[src/rtl/keypad_pkg.sv]
// keypad_pkg: shared types and constants for the matrix keypad scanner.
//   state_t      - scanner FSM states
//   ROW0..ROW3   - one-cold, active-low row strobe patterns
//   COL_IDLE     - column return value with no key pressed
//   row_strobe() - row index to strobe pattern
//   lowest_low() - index of the lowest-numbered low column bit
package keypad_pkg;

  typedef enum logic [1:0] {
    SCAN,
    DEBOUNCE,
    HELD,
    RELEASE
  } state_t;

  localparam logic [3:0] ROW0     = 4'b0111;
  localparam logic [3:0] ROW1     = 4'b1011;
  localparam logic [3:0] ROW2     = 4'b1101;
  localparam logic [3:0] ROW3     = 4'b1110;
  localparam logic [3:0] COL_IDLE = 4'b1111;

  function automatic logic [3:0] row_strobe(input logic [1:0] idx);
    logic [3:0] s;
    case (idx)
      2'd0:    s = ROW0;
      2'd1:    s = ROW1;
      2'd2:    s = ROW2;
      default: s = ROW3;
    endcase
    return s;
  endfunction

  // Caller guarantees at least one bit is low; all-high maps to 3.
  function automatic logic [1:0] lowest_low(input logic [3:0] c);
    logic [1:0] i;
    if (!c[0])      i = 2'd0;
    else if (!c[1]) i = 2'd1;
    else if (!c[2]) i = 2'd2;
    else            i = 2'd3;
    return i;
  endfunction

endpackage

[src/rtl/col_sync.sv]
// col_sync: two-flop synchronizer for asynchronous level inputs
// (keypad columns, board switches). Resets to all-ones, the idle
// level of active-low inputs.
//   clk   - destination clock
//   reset - asynchronous, active-high
//   din   - asynchronous input bus
//   dout  - synchronized output, two clk cycles behind din
module col_sync #(
  parameter int WIDTH = 4
) (
  input  logic             clk,
  input  logic             reset,
  input  logic [WIDTH-1:0] din,
  output logic [WIDTH-1:0] dout
);

  logic [WIDTH-1:0] sync_p0;
  logic [WIDTH-1:0] sync_p1;

  always_ff @(posedge clk or posedge reset) begin
    if (reset) begin
      sync_p0 <= '1;
      sync_p1 <= '1;
    end else begin
      // stage 0: capture, may go metastable
      sync_p0 <= din;
      // stage 1: resolved value
      sync_p1 <= sync_p0;
    end
  end

  assign dout = sync_p1;

endmodule

[src/rtl/keypad_scanner.sv]
// keypad_scanner: scans a 4x4 active-low matrix keypad, debounces press
// and release, and reports the key code with a one-cycle valid strobe.
//   clk       - system clock, rising edge
//   reset     - asynchronous, active-high
//   col       - column returns, active-low, asynchronous to clk
//   row       - one-cold active-low row strobe (registered)
//   key_code  - row_index*4 + col_index of the last accepted key
//   key_valid - one-cycle pulse on each accepted press
//   key_held  - high from acceptance until release is confirmed
// Optional build macro KEYPAD_REPEAT_EN: while a key stays held,
// key_valid pulses again every REPEAT_SCANS samples.
module keypad_scanner
  import keypad_pkg::*;
#(
  parameter int SCAN_DIV       = 2500,
  parameter int DEBOUNCE_SCANS = 8,
  parameter int REPEAT_SCANS   = 64
) (
  input  logic       clk,
  input  logic       reset,
  input  logic [3:0] col,
  output logic [3:0] row,
  output logic [3:0] key_code,
  output logic       key_valid,
  output logic       key_held
);

  localparam int DIV_W   = $clog2(SCAN_DIV);
  // One counter serves press, release and repeat counting; they are
  // never active in the same state.
  localparam int CNT_MAX = (DEBOUNCE_SCANS > REPEAT_SCANS) ? DEBOUNCE_SCANS : REPEAT_SCANS;
  localparam int CNT_W   = $clog2(CNT_MAX + 1);

  localparam logic [DIV_W-1:0] DIV_LAST = DIV_W'(SCAN_DIV - 1);
  localparam logic [CNT_W-1:0] DEB_LAST = CNT_W'(DEBOUNCE_SCANS - 1);
  localparam logic [CNT_W-1:0] CNT_ONE  = CNT_W'(1);
  localparam bit               DEB_ONE  = (DEBOUNCE_SCANS == 1);
`ifdef KEYPAD_REPEAT_EN
  localparam logic [CNT_W-1:0] REP_LAST = CNT_W'(REPEAT_SCANS - 1);
`endif

  logic [3:0]       col_s;
  state_t           state;
  logic [DIV_W-1:0] div;
  logic [1:0]       row_idx;
  logic [1:0]       cand_col;
  logic [CNT_W-1:0] cnt;

  logic             sample;
  logic [1:0]       row_adv;
  logic [1:0]       hit_col;
  logic             cand_low;

  col_sync #(.WIDTH(4)) u_col_sync (
    .clk   (clk),
    .reset (reset),
    .din   (col),
    .dout  (col_s)
  );

  assign sample   = (div == DIV_LAST);
  assign row_adv  = row_idx + 2'd1;
  assign hit_col  = lowest_low(col_s);
  assign cand_low = ~col_s[cand_col];

  always_ff @(posedge clk or posedge reset) begin
    if (reset) begin
      state     <= SCAN;
      div       <= '0;
      row_idx   <= 2'd0;
      row       <= ROW0;
      cand_col  <= 2'd0;
      cnt       <= '0;
      key_code  <= 4'h0;
      key_valid <= 1'b0;
      key_held  <= 1'b0;
    end else begin
      key_valid <= 1'b0;
      div       <= sample ? '0 : div + 1'b1;

      if (sample) begin
        unique case (state)
          SCAN: begin
            if (col_s == COL_IDLE) begin
              row_idx <= row_adv;
              row     <= row_strobe(row_adv);
            end else begin
              // Row stays frozen while the candidate is judged.
              cand_col <= hit_col;
              if (DEB_ONE) begin
                key_code  <= {row_idx, hit_col};
                key_valid <= 1'b1;
                key_held  <= 1'b1;
                cnt       <= '0;
                state     <= HELD;
              end else begin
                cnt   <= CNT_ONE;
                state <= DEBOUNCE;
              end
            end
          end

          DEBOUNCE: begin
            if (cand_low) begin
              if (cnt == DEB_LAST) begin
                key_code  <= {row_idx, cand_col};
                key_valid <= 1'b1;
                key_held  <= 1'b1;
                cnt       <= '0;
                state     <= HELD;
              end else begin
                cnt <= cnt + 1'b1;
              end
            end else begin
              cnt     <= '0;
              row_idx <= row_adv;
              row     <= row_strobe(row_adv);
              state   <= SCAN;
            end
          end

          HELD: begin
            // Only the accepted column is watched; no rollover.
            if (!cand_low) begin
              if (DEB_ONE) begin
                key_held <= 1'b0;
                cnt      <= '0;
                row_idx  <= row_adv;
                row      <= row_strobe(row_adv);
                state    <= SCAN;
              end else begin
                cnt   <= CNT_ONE;
                state <= RELEASE;
              end
            end
`ifdef KEYPAD_REPEAT_EN
            else if (cnt == REP_LAST) begin
              cnt       <= '0;
              key_valid <= 1'b1;
            end else begin
              cnt <= cnt + 1'b1;
            end
`endif
          end

          RELEASE: begin
            if (!cand_low) begin
              if (cnt == DEB_LAST) begin
                key_held <= 1'b0;
                cnt      <= '0;
                row_idx  <= row_adv;
                row      <= row_strobe(row_adv);
                state    <= SCAN;
              end else begin
                cnt <= cnt + 1'b1;
              end
            end else begin
              // Release bounce: back to holding without a new strobe.
              cnt   <= '0;
              state <= HELD;
            end
          end
        endcase
      end
    end
  end

endmodule

[config.mk]
export PLATFORM = sky130hd
export DESIGN_NAME = keypad_scanner
export DESIGN_NICKNAME = d
export VERILOG_FILES = /design/src/rtl/keypad_pkg.sv /design/src/rtl/col_sync.sv /design/src/rtl/keypad_scanner.sv
export SDC_FILE = /design/constraint.sdc
export NUM_CORES = 1
export LEC_CHECK = 0
export CAP_MARGIN = 20
export CORE_MARGIN = 2
export CORE_UTILIZATION = 61
export DETAILED_ROUTE_END_ITERATION = 6
export PLACE_DENSITY = 0.85
export SLEW_MARGIN = 5
export SYNTH_ARGS = -nofsm -noshare
export SYNTH_HDL_FRONTEND = slang
export SYNTH_SLANG_ARGS = --single-unit
[constraint.sdc]
create_clock -name clk -period 3.5 [get_ports clk]
set_input_delay 0.525 -clock clk [delete_from_list [all_inputs] [get_ports clk]]
set_output_delay 0.525 -clock clk [all_outputs]
set_load 0.05 [all_outputs]
== Word level (Yosys, flattened, before mapping) ==
Index checks and enable logic that the tools add are counted.
W data, S select, Z words.
Storage, ports and cells
  flip-flop bits (word level): 43
Cells by class
  $add $sub $neg: 3
  order comparisons: 1
  eq/ne operators: 18
  mux-type cells: 39
  bitwise gates (word level): 2
  reductions and logical operators: 10
Operators by type and width (number)
  $mux W7: 5
  $pmux W7 S4: 1
  $mux W2: 12
  $pmux W4 S3: 2
  $mux W4: 4
  $ne A2 B2 Y1 const B: 8
  $add A12 B1 Y12 const B: 1
  $eq A12 B12 Y1 const B: 1
  $mux W12: 1
  $reduce_and A6 Y1: 2
  $mux W1: 10
  $pmux W2 S4: 1
  $add A7 B1 Y7 const B: 1
  $eq A7 B3 Y1 const B: 1
  $eq A2 B2 Y1 const B: 3
  $ne A3 B3 Y1 const B: 2
  $pmux W2 S3: 1
  $reduce_and A3 Y1: 2
  $reduce_and A5 Y1: 1
  $eq A2 B1 Y1 const B: 2
  $eq A4 B4 Y1 const B: 1
  $logic_not A2 Y1: 2
  $reduce_and A4 Y1: 1
  $lt A2 B3 Y1 const B: 1
  6 further kinds: 7

== Longest topological paths before layout ==
Gate-level depths: netlist of run 1.
  depth in word-level cells: 6
  mapped depth: 7

== Hierarchy ==
Synthesis of run 1 repeated with hierarchy kept, for this count alone.
Unflattened totals
  cells, all modules: 182
  area, all modules: 2044.5 um^2
By module, submodules not included
  keypad_scanner: times used 1, cells an instance 173, area each 1830.5 um^2
  col_sync: times used 1, cells an instance 9, area each 214.0 um^2

== Worst setup path before layout of run 1 ==
OpenSTA, ideal clock, no wires.
  kind: reg2reg
  start point: register div[2]
  end point: register key_code[0]
  library setup time: 0.125 ns
  data arrival time: 1.985 ns
  data required time: 3.375 ns
  setup slack: 1.390 ns
  stages on the path, launching flop included: 6
  buffers on the path: 0
  clock period less this slack: 2.110 ns
  cell sequence: dfrtp_1 > or4_4 > nor4_4 > nand3_2 > nor3_4 > mux2_2
Between the ends
  longest elaborated chain between the ends: 2
Ends and longest elaborated chain
  start: declaration: RTL line keypad_scanner.sv:44  | logic [DIV_W-1:0] div;
  start signal: assignment: RTL line keypad_scanner.sv:79  | div <= sample ? '0 : div + 1'b1;
  $eq A12 B12 Y1: RTL line keypad_scanner.sv:61  | assign sample = (div == DIV_LAST);
  $reduce_and A4 Y1 (no source line)
  end signal: assignment: RTL line keypad_scanner.sv:91  | key_code <= {row_idx, hit_col};
  end signal: assignment: RTL line keypad_scanner.sv:106  | key_code <= {row_idx, cand_col};
  end: declaration: RTL line keypad_scanner.sv:23  | output logic [3:0] key_code,
Every way passes these cells.
A chain may end at the register's enable or synchronous reset.

== Final worst setup path of run 1 ==
  start point: register div[4]
  end point: register cnt[5]
Between the ends
  longest elaborated chain between the ends: 2
Ends and longest elaborated chain
  $eq A12 B12 Y1: RTL line keypad_scanner.sv:61
  $reduce_and A3 Y1 (no source line)
  end signal: assignment: RTL line keypad_scanner.sv:112  | cnt <= cnt + 1'b1;
  end signal: assignment: RTL line keypad_scanner.sv:155  | cnt <= cnt + 1'b1;
  end: declaration: RTL line keypad_scanner.sv:47  | logic [CNT_W-1:0] cnt;
Every way passes these cells.

==> impl_metrics.json, run 1 <==
{
  "place.detailed.instances": 224,
  "synth.cells.most_frequent": "sky130_fd_sc_hd__dfrtp_1 (32), sky130_fd_sc_hd__o21ai_0 (12), sky130_fd_sc_hd__dfstp_2 (11), sky130_fd_sc_hd__nor2_1 (11)",
  "vias": 1323,
  "drt-total-wl_mm": 3.38,
  "sequential_share_of_the_synthesized_area": 0.555,
  "rows": 20,
  "synth-edff-count": 0,
  "worst_pin_slew_ns": 0.558,
  "skew_ns": 0.00949,
  "clock_tree.root_cell": "sky130_fd_sc_hd__clkbuf_4",
  "grt.total_usage": 0.205,
  "share_of_power_burned_in_registers": 0.649,
  "routabilityCongestion": 0.761,
  "fin_setup_tns_ns": 0,
  "fin_crit_sh": 0.692,
  "layout.filler_cells": 206,
  "cellInternalPower_uw": 612,
  "die_area_um2": 3690,
  "worst_skew_late_latency_ns": 0.34,
  "fmax_ghz": 0.413,
  "worst_endpoint_data_arrival_time_ns": 2.67,
  "layout_min_cycle_time_ns": 2.42,
  "area.growth.synth_to_final_pct": 13.6,
  "firstDrtPassIters": 4,
  "finalMaxSlewViolations": 0,
  "synth_ff_type": "sky130_fd_sc_hd__dfrtp_1",
  "fin_cells": 232,
  "end_kind": "flop",
  "worst_setup_hold_path_clk_slew_ns": 0.13,
  "worst_slew_margin_rel": 0.628,
  "power.ir.vdd_worst_mv": 0.451,
  "grt_pass1_vias": 1222,
  "postSynthAreaPerCell_um2": 11.8,
  "post_synth_inst_count": 167,
  "post_route_cells_drive_above_1_share": 0.176,
  "yosysTopAreaCellShare": 0.408,
  "worst_setup_path_start_kind": "flop",
  "cts_sinks": 43,
  "tritoncts": "yes",
  "synthMostInstantiatedCell": "sky130_fd_sc_hd__dfrtp_1",
  "cts.htree.levels": 2,
  "fp.coreArea_um2": 3050,
  "crit_path_cell_trace": "or4_4, nor4_4, buf_4, and4b_1, o21ai_0, a22o_1",
  "io_pins": 16,
  "setup_repair_after_global_routing_missed_its_margin": "false",
  "synth.distinct_cells": 40,
  "net-switching-power_uw": 171,
  "hold_violations": 0,
  "mappedNetlistNets": 179,
  "remaining_drc_errors": 0,
  "pin_count_of_the_biggest_net_entering_global_routing": 44,
  "floorplan.initialDensity": 0.643,
  "post_cts_resized": 0,
  "cap_viol_max_count": 0,
  "r2r_setup_slack_ns": 1.08,
  "nets": 199,
  "combinationalPowerShare": 0.027,
  "power_frac_clock": 0.323,
  "required_ns": 3.74,
  "port_buffers": 15,
  "numCtsBuffers": 5,
  "status": "finished clean",
  "critical-path-max-stage-delay_ns": 0.55,
  "p_sw_frac": 0.218,
  "overflow": 0,
  "timing.critical_path.fanout_max": 13,
  "yosys_warnings": 0,
  "drt_first_iter_violations": 93,
  "worst_path_class_setup": "flop to flop",
  "setup_violations": 0,
  "yosys_register_bits": 43,
  "static-leakage-power_uw": 0.000968,
  "die_width_um": 60.7,
  "min_path_type": "flop to flop",
  "cts-root-to-sink-buffers": 2,
  "synthArstFlopShare": 1.00,
  "cpMaxStageDelayCell": "sky130_fd_sc_hd__or4_4",
  "antenna_violating_nets_post_route": 0,
  "detail_route.vias_per_cell": 5.70,
  "cts_post_setup_buffers_inserted": 0,
  "grt_pass1_wl_mm": 5.51,
  "synth_area_leaders": "sky130_fd_sc_hd__dfrtp_1 (41%), sky130_fd_sc_hd__dfstp_2 (15%), sky130_fd_sc_hd__xnor2_1 (4.0%), sky130_fd_sc_hd__ha_1 (3.8%), sky130_fd_sc_hd__mux2_2 (3.4%)",
  "antenna_violations_before_repair": 0,
  "synthesis.area_um2": 1960,
  "dpl.hpwl_mm": 2.51,
  "holdBufCountCts": 0,
  "diodes": 0,
  "dieHeight_um": 60.7,
  "wire_per_inst_um": 14.6,
  "synth.largest_area_cell": "sky130_fd_sc_hd__dfrtp_1",
  "power-per-cell-area_nw_per_um2": 351
}
==> stage by stage <==
stage / util / setup slack (ns) / total power [uW] / hold WS [ns] / cell area (um^2)
floorplan: - / 1.39 / 529 / 0.345 / 1960
global placement: 0.709 / 1.18 / 538 / 0.346 / 2160
detailed placement: 0.709 / 1.10 / 540 / 0.349 / 2160
CTS: 0.731 / 1.08 / 793 / 0.368 / 2230
global route: 0.731 / 0.941 / 817 / 0.370 / 2230
finish: 0.731 / 1.08 / 784 / 0.365 / 2230
==> worst max-delay path, delay by kind of cell (launching register included) <==
| family | cells | cell delay (ns) |
|---|---|---|
| and+or+nand+nor | 3 | 1.24 |
| DFF | 1 | 0.44 |
| AOI/OAI and AO/OA | 2 | 0.43 |
| buffers and inverters | 1 | 0.22 |
==> layer usage <==
layer	wire (um)	track usage
met5	0	0
met4	29	0.0466
met3	203	0.0640
met2	1760	0.358
met1	1390	0.251
==> kinds of logic after synthesis <==
kind of cell | count (synthesis) | share of synthesized area
muxes | 10 | 0.0612
adders and majority gates | 6 | 0.0382
buffers and inverters | 13 | 0.0274
and+or+nand+nor | 54 | 0.168
DFF | 43 | 0.555
xor gates and xnor gates | 12 | 0.0535
AOI/OAI and AO/OA | 29 | 0.0969
==> area by class of cell <==
cell class / instances / area [um^2] / share of cell area
Sequential cell: 43 / 1090 / 0.489
Multi-Input combinational cell: 111 / 820 / 0.367
Timing Repair Buffer: 17 / 165 / 0.0740
Tap cell: 44 / 55.1 / 0.0247
Clock buffer: 6 / 51.3 / 0.0230
Inverter: 9 / 33.8 / 0.0151
Clock inverter: 2 / 16.3 / 0.00729
==> layout by cell type (no fill, tap or decap), types with 2 or more instances in the layout <==
master / synthesis / routed
sky130_fd_sc_hd__o21ai_0: 12 / 12
sky130_fd_sc_hd__dfrtp_1: 32 / 32
sky130_fd_sc_hd__o21a_1: 2 / 2
sky130_fd_sc_hd__ha_1: 6 / 6
sky130_fd_sc_hd__xnor2_1: 9 / 9
sky130_fd_sc_hd__clkbuf_4: 0 / 5
sky130_fd_sc_hd__nor2_1: 11 / 11
sky130_fd_sc_hd__nor2b_1: 4 / 4
sky130_fd_sc_hd__and3_1: 8 / 8
sky130_fd_sc_hd__nor3_1: 2 / 2
sky130_fd_sc_hd__nand4_1: 3 / 3
sky130_fd_sc_hd__clkdlybuf4s50_1: 0 / 15
sky130_fd_sc_hd__inv_1: 9 / 9
sky130_fd_sc_hd__nand3_1: 8 / 8
sky130_fd_sc_hd__nand4b_1: 2 / 2
sky130_fd_sc_hd__nand2_1: 6 / 6
sky130_fd_sc_hd__a22o_1: 3 / 3
sky130_fd_sc_hd__o31ai_1: 4 / 4
sky130_fd_sc_hd__dfstp_2: 11 / 11
sky130_fd_sc_hd__xor2_1: 3 / 3
sky130_fd_sc_hd__o22ai_1: 2 / 2
sky130_fd_sc_hd__mux2i_1: 3 / 3
sky130_fd_sc_hd__buf_4: 1 / 2
sky130_fd_sc_hd__nand3b_1: 2 / 2
sky130_fd_sc_hd__mux2_2: 6 / 6
==> final timing paths <==
kind,start,to,cells after the start
hold / removal,u_col_sync.sync_p0[1]$_DFF_PP1_,u_col_sync.dout[1]$_DFF_PP1_,0
setup / recovery,div[4]$_DFF_PP0_,cnt[5]$_DFFE_PP0P_,6
max in group asynchronous,reset,row[2]$_DFFE_PP1P_,3
hold reg to reg,u_col_sync.sync_p0[1]$_DFF_PP1_,u_col_sync.dout[1]$_DFF_PP1_,0
setup reg to reg,div[4]$_DFF_PP0_,cnt[5]$_DFFE_PP0P_,6
min in group asynchronous,reset,div[3]$_DFF_PP0_,3
==> power groups by stage <==
stage               Sequential, uW  Combinational [uW]  Clock [uW]
floorplan                      517                12.0           0
global placement               517                21.0           0
detailed placement             518                21.9           0
CTS                            509                22.0         262
global route                   509                24.6         284
finish                         509                21.3         253
==> registers in the layout, summed over array words and instances (netlist names), named ones only <==
| name | flops |
|---|---|
| cnt | 7 |
| u_col_sync.dout | 4 |
| key_held | 1 |
| row_idx | 2 |
| div | 12 |
| key_valid | 1 |
| u_col_sync.sync_p0 | 4 |
| key_code | 4 |
| state | 1 |
| row | 4 |
| cand_col | 2 |
(Power assumes the default switching activity.)
==> inputs of run 2 (changes only) <==
Settings changed: CORE_UTILIZATION 61 to 51, PLACE_DENSITY 0.85 to 0.76.
Clock period 3.5 ns to 2.2 ns, I/O delays scaled along.
==> impl_metrics.json, run 2 (same netlist as run 1, synthesis figures left out) <==
{
  "worst_setup_hold_path_clk_slew_ns": 0.09,
  "end_kind": "flop",
  "mostFrequentLayoutCell": "sky130_fd_sc_hd__dfrtp_1",
  "skew_ns": 0.00398,
  "finalMaxSlewViolations": 0,
  "reg_top3": "div (12), cnt (7)",
  "detail_route.vias_per_cell": 5.65,
  "layout.filler_cells": 298,
  "dpl.hpwl_mm": 2.65,
  "ff_to_ff_path_depth": 5,
  "cap_viol_max_count": 0,
  "routabilityCongestion": 0.777,
  "holdBufCountCts": 0,
  "timing.hold.worst.start": "u_col_sync.sync_p0[2]$_DFF_PP1_",
  "firstDrtPassIters": 4,
  "critical-path-max-stage-delay_ns": 0.55,
  "multiInputGateArea_um2": 831,
  "worst_path_class_setup": "flop to flop",
  "critical_path.n_buffers_inverters": 0,
  "setup_repair_after_global_routing_missed_its_margin": "true",
  "fp.coreArea_um2": 3690,
  "number_of_flip_flops_under_the_largest_register_name": 12,
  "wire_per_inst_um": 14.9,
  "fin_crit_sh": 0.968,
  "timing.rr.start": "div[4]$_DFF_PP0_",
  "net-switching-power_uw": 327,
  "min_path_type": "flop to flop",
  "static-leakage-power_uw": 0.00103,
  "share_of_power_burned_in_registers": 0.586,
  "p_sw_frac": 0.237,
  "crit_path_cell_trace": "or4_4, nor4_4, nand3_2, nor3_4, mux2_2",
  "grt_pass1_vias": 1361,
  "cts.htree.levels": 2,
  "power.ir.vdd_worst_mv": 0.457,
  "area.growth.synth_to_final_pct": 20.1,
  "antenna_violating_nets_post_route": 0,
  "nets": 210,
  "antenna_violations_before_repair": 0,
  "hold_depth": 0,
  "fin_util": 0.639,
  "numCtsBuffers": 5,
  "worst_setup_path_start_kind": "flop",
  "cts-root-to-sink-buffers": 2,
  "most-common-layout-cells": "sky130_fd_sc_hd__dfrtp_1 (32), sky130_fd_sc_hd__clkdlybuf4s50_1 (15), sky130_fd_sc_hd__buf_4 (13)",
  "place.detailed.instances": 236,
  "critPathTopFamily": "simple AND/OR/NAND/NOR gates",
  "required_ns": 2.40,
  "fin_cells": 247,
  "r2r_setup_slack_ns": 0.07,
  "diodes": 0,
  "drt-total-wl_mm": 3.69,
  "port_buffers": 15,
  "total_power_uw": 1380,
  "cts_sinks": 43,
  "floorplan.initialDensity": 0.532,
  "worst_skew_late_latency_ns": 0.30,
  "grt_pass1_wl_mm": 6.29,
  "die_width_um": 66.0,
  "min_to": "u_col_sync.dout[2]$_DFF_PP1_",
  "io_pins": 16,
  "grt.total_usage": 0.192,
  "vias": 1395,
  "reg2reg_to": "key_code[3]$_DFFE_PP0P_",
  "hold_violations": 0,
  "tritoncts": "yes",
  "remaining_drc_errors": 0,
  "power-per-cell-area_nw_per_um2": 585,
  "worst_endpoint_data_arrival_time_ns": 2.33,
  "combinationalPowerShare": 0.025,
  "die_area_um2": 4360,
  "rows": 22,
  "overflow": 0,
  "power_frac_clock": 0.389,
  "post_route_cells_drive_above_1_share": 0.241,
  "sequential_cell_area_um2": 1090,
  "drt_first_iter_violations": 79,
  "status": "finished clean",
  "pin_count_of_the_biggest_net_entering_global_routing": 44,
  "worst_pin_slew_ns": 0.509,
  "cpMaxStageDelayCell": "sky130_fd_sc_hd__or4_4",
  "timing.critical_path.fanout_max": 5,
  "clock_tree.root_cell": "sky130_fd_sc_hd__clkbuf_8",
  "fmax_ghz": 0.469,
  "dieHeight_um": 66.0,
  "registers.top_by_ff_count": "div",
  "worst_slew_margin_rel": 0.661,
  "setup_violations": 0,
  "layout_min_cycle_time_ns": 2.13,
  "cellInternalPower_uw": 1050
}
run 2: through the flow:
stage	area, um^2	worst slack [ns]	TNS (ns)	hold WS, ns
floorplan	1960	0.0902	0	0.334
global placement	2230	0.0470	0	0.347
detailed placement	2230	-0.0252	-0.154	0.348
CTS	2320	0.0362	0	0.362
global route	2360	-0.0329	-0.0792	0.365
finish	2360	0.0699	0	0.361
run 2: routing by layer:
layer,share of wire,up-vias,global-route usage
met4,0.016,0,0.0561
met3,0.038,9,0.0562
met1,0.41,698,0.230
met5,0,-,0
li1,-,659,-
met2,0.53,29,0.336
run 2: power groups by stage:
stage	registers, uW	logic [uW]	clock network, uW
CTS	809	35.9	546
detailed placement	824	35.9	0
floorplan	822	19.0	0
finish	809	34.6	537
global placement	823	34.3	0
global route	810	40.2	585
run 2: worst max path at each step:
| stage | cells past startpoint | from | slack (ns) | endpoint |
|---|---|---|---|---|
| global route | 5 | div[2]$_DFF_PP0_ | -0.03 | key_code[3]$_DFFE_PP0P_ |
| detailed placement | 5 | div[4]$_DFF_PP0_ | -0.03 | cnt[4]$_DFFE_PP0P_ |
| finish | 5 | div[4]$_DFF_PP0_ | 0.07 | key_code[3]$_DFFE_PP0P_ |
| CTS | 5 | div[4]$_DFF_PP0_ | 0.04 | key_code[0]$_DFFE_PP0P_ |
| floorplan | 5 | div[2]$_DFF_PP0_ | 0.09 | key_code[0]$_DFFE_PP0P_ |
| global placement | 5 | div[4]$_DFF_PP0_ | 0.05 | key_code[2]$_DFFE_PP0P_ |
run 2: final cells by class:
class | count | share of cell area
Tap cell | 48 | 0.0255
Multi-Input combinational cell | 111 | 0.352
Inverter | 9 | 0.0143
Timing Repair Buffer | 28 | 0.105
Clock inverter | 3 | 0.0111
Clock buffer | 5 | 0.0292
Sequential cell | 43 | 0.462
run 2: repair_timing:
action / CTS / global route
resized for setup: 0 / 5
endpoints found under the setup margin: 9 / 9
buffers inserted: 0 / 3
pin swaps: 1 / 0
==> inputs of run 3 (changes only) <==
Settings changed: ABC_AREA from default to 1, CORE_UTILIZATION 51 to 52, PLACE_DENSITY 0.76 to 0.77.
==> impl_metrics.json, run 3 <==
{
  "dp_slack_ns": 0.368,
  "numCtsBuffers": 5,
  "total_power_uw": 1560,
  "nets": 309,
  "required_ns": 1.87,
  "cts_post_setup_buffers_inserted": 0,
  "die_area_um2": 4810,
  "firstDrtPassIters": 5,
  "synth_ff_type": "sky130_fd_sc_hd__dfrtp_1",
  "synth.largest_area_cell": "sky130_fd_sc_hd__dfrtp_1",
  "grt_util_met1": 0.249,
  "post_route_cells_drive_above_1_share": 0.117,
  "holdBufCountCts": 0,
  "synth-edff-count": 0,
  "layout_min_cycle_time_ns": 1.94,
  "fmax_ghz": 0.516,
  "power-per-cell-area_nw_per_um2": 611,
  "grt.total_usage": 0.186,
  "pin_count_of_the_biggest_net_entering_global_routing": 44,
  "synthesis.area_um2": 2220,
  "cts-root-to-sink-buffers": 2,
  "place.detailed.instances": 340,
  "setup_repair_after_global_routing_missed_its_margin": "false",
  "overflow": 0,
  "end_kind": "output port",
  "yosysTopAreaCellShare": 0.360,
  "drt_first_iter_violations": 89,
  "setup_violations": 0,
  "dieHeight_um": 69.4,
  "critical_path.n_buffers_inverters": 1,
  "port_buffers": 15,
  "fp.coreArea_um2": 4060,
  "antenna_violating_nets_post_route": 0,
  "antenna_violations_before_repair": 0,
  "holdWs_ns": 0.358,
  "routabilityCongestion": 0.905,
  "detail_route.vias_per_cell": 5.17,
  "number_of_flip_flops_under_the_largest_register_name": 12,
  "mostFrequentLayoutCell": "sky130_fd_sc_hd__nand2_1",
  "sequential_share_of_the_synthesized_area": 0.490,
  "finalMaxSlewViolations": 0,
  "worst_pin_slew_ns": 0.527,
  "dpl.hpwl_mm": 2.95,
  "min_path_type": "flop to flop",
  "post_synth_inst_count": 276,
  "timing.critical_path.fanout_max": 2,
  "globalRouteMet3Util": 0.0363,
  "static-leakage-power_uw": 0.00124,
  "critPathTopFamily": "buffers and inverters",
  "status": "finished clean",
  "grt_pass1_vias": 1664,
  "synthArstFlopShare": 1.00,
  "yosys_register_bits": 43,
  "area.growth.synth_to_final_pct": 14.6,
  "hold_depth": 0,
  "tritoncts": "yes",
  "clock_tree.root_cell": "sky130_fd_sc_hd__clkbuf_8",
  "worst_setup_hold_path_clk_slew_ns": 0.08,
  "global_route.peak_usage_layer": "met2",
  "crit_path_cell_trace": "clkdlybuf4s50_1",
  "reg2reg_to": "cnt[4]$_DFFE_PP0P_",
  "hold_violations": 0,
  "floorplan.initialDensity": 0.548,
  "r2r_setup_slack_ns": 0.27,
  "worst_slew_margin_rel": 0.649,
  "synth.cells.most_frequent": "sky130_fd_sc_hd__nand2_1 (67), sky130_fd_sc_hd__inv_1 (43), sky130_fd_sc_hd__dfrtp_1 (32)",
  "yosys_warnings": 0,
  "wire_per_inst_um": 11.7,
  "cts.htree.levels": 2,
  "drt-total-wl_mm": 4.09,
  "rows": 23,
  "skew_ns": 0.00477,
  "synth_area_leaders": "sky130_fd_sc_hd__dfrtp_1 (36%), sky130_fd_sc_hd__dfstp_2 (13%), sky130_fd_sc_hd__nand2_1 (11%), sky130_fd_sc_hd__inv_1 (7.3%), sky130_fd_sc_hd__nand3_1 (5.2%)",
  "fin_setup_tns_ns": 0,
  "synthMostInstantiatedCell": "sky130_fd_sc_hd__nand2_1",
  "synth.distinct_cells": 26,
  "most-common-layout-cells": "sky130_fd_sc_hd__nand2_1 (67), sky130_fd_sc_hd__inv_1 (43), sky130_fd_sc_hd__dfrtp_1 (32)",
  "grt_pass1_wl_mm": 7.32,
  "cpMaxStageDelayCell": "sky130_fd_sc_hd__clkdlybuf4s50_1",
  "min_to": "u_col_sync.dout[0]$_DFF_PP1_",
  "cap_viol_max_count": 0,
  "remaining_drc_errors": 0,
  "timing.hold.worst.start": "u_col_sync.sync_p0[0]$_DFF_PP1_",
  "worst_path_class_setup": "flop to output port",
  "postSynthAreaPerCell_um2": 8.05,
  "power.ir.vdd_worst_mv": 0.391,
  "reg_top3": "div (12), cnt (7)",
  "post_cts_resized": 0,
  "fin_cells": 348,
  "worst_endpoint_data_arrival_time_ns": 1.61,
  "final_critical_path_setup_slack_ns": 0.263,
  "ff_to_ff_path_depth": 10,
  "io_pins": 16,
  "die_width_um": 69.4,
  "vias": 1799,
  "mappedNetlistNets": 288,
  "worst_skew_late_latency_ns": 0.28,
  "timing.rr.start": "cnt[0]$_DFFE_PP0P_",
  "cts_sinks": 43,
  "globalRouteMet2Util": 0.295,
  "registers.top_by_ff_count": "div",
  "fin_crit_sh": 0.881,
  "critical-path-max-stage-delay_ns": 0.79,
  "diodes": 0,
  "worst_setup_path_start_kind": "flop"
}
==> run 3: how the worst max path moves through the flow <==
stage | start | end | slack (ns) | depth (start not counted)
3_5_place_dp | cnt[0]$_DFFE_PP0P_ | cnt[4]$_DFFE_PP0P_ | 0.37 | 10
5_1_grt | cnt[0]$_DFFE_PP0P_ | cnt[4]$_DFFE_PP0P_ | 0.06 | 10
6_report | row[1]$_DFFE_PP1P_ | row[1] | 0.26 | 1
4_1_cts | row[1]$_DFFE_PP1P_ | row[1] | 0.25 | 1
2_1_floorplan | cnt[0]$_DFFE_PP0P_ | cnt[4]$_DFFE_PP0P_ | 0.60 | 10
3_3_place_gp | div[0]$_DFF_PP0_ | row[3]$_DFFE_PP0P_ | 0.40 | 10
==> run 3: per-layer routing <==
layer	up-vias	routed length [um]
li1	912	-
met1	826	1900
met2	57	1890
met3	4	250
met4	0	44
met5	-	0
==> run 3: area by class of cell <==
cell class	count	area [um^2]
multi-input cells	184	917
inverters	45	171
repair buffers	18	173
clock buffers	6	72.6
flip-flops and latches	43	1090
clock inverters	2	60.1
well taps	50	62.6
fillers	363	1510
==> run 3: cell families after synthesis <==
| logic type | share of synthesized area |
|---|---|
| xor+xnor | 0.0158 |
| buf+inv | 0.0968 |
| simple gates | 0.287 |
| fa+ha+maj | 0.0338 |
| compound gates | 0.0760 |
| flops | 0.490 |
==> run 3: report_power, final <==
part	leakage (uW)	switching (uW)	total [uW]	internal [uW]
registers	0.000548	4.16	808	803
clock network	0.0000654	258	712	454
logic	0.000631	24.5	37.4	12.9
==> run 3: through the flow <==
step	util	instance area (um^2)
after floorplan	-	2220
after global placement	0.595	2410
after detailed placement	0.595	2410
after CTS	0.628	2550
after global routing	0.628	2550
final	0.628	2550
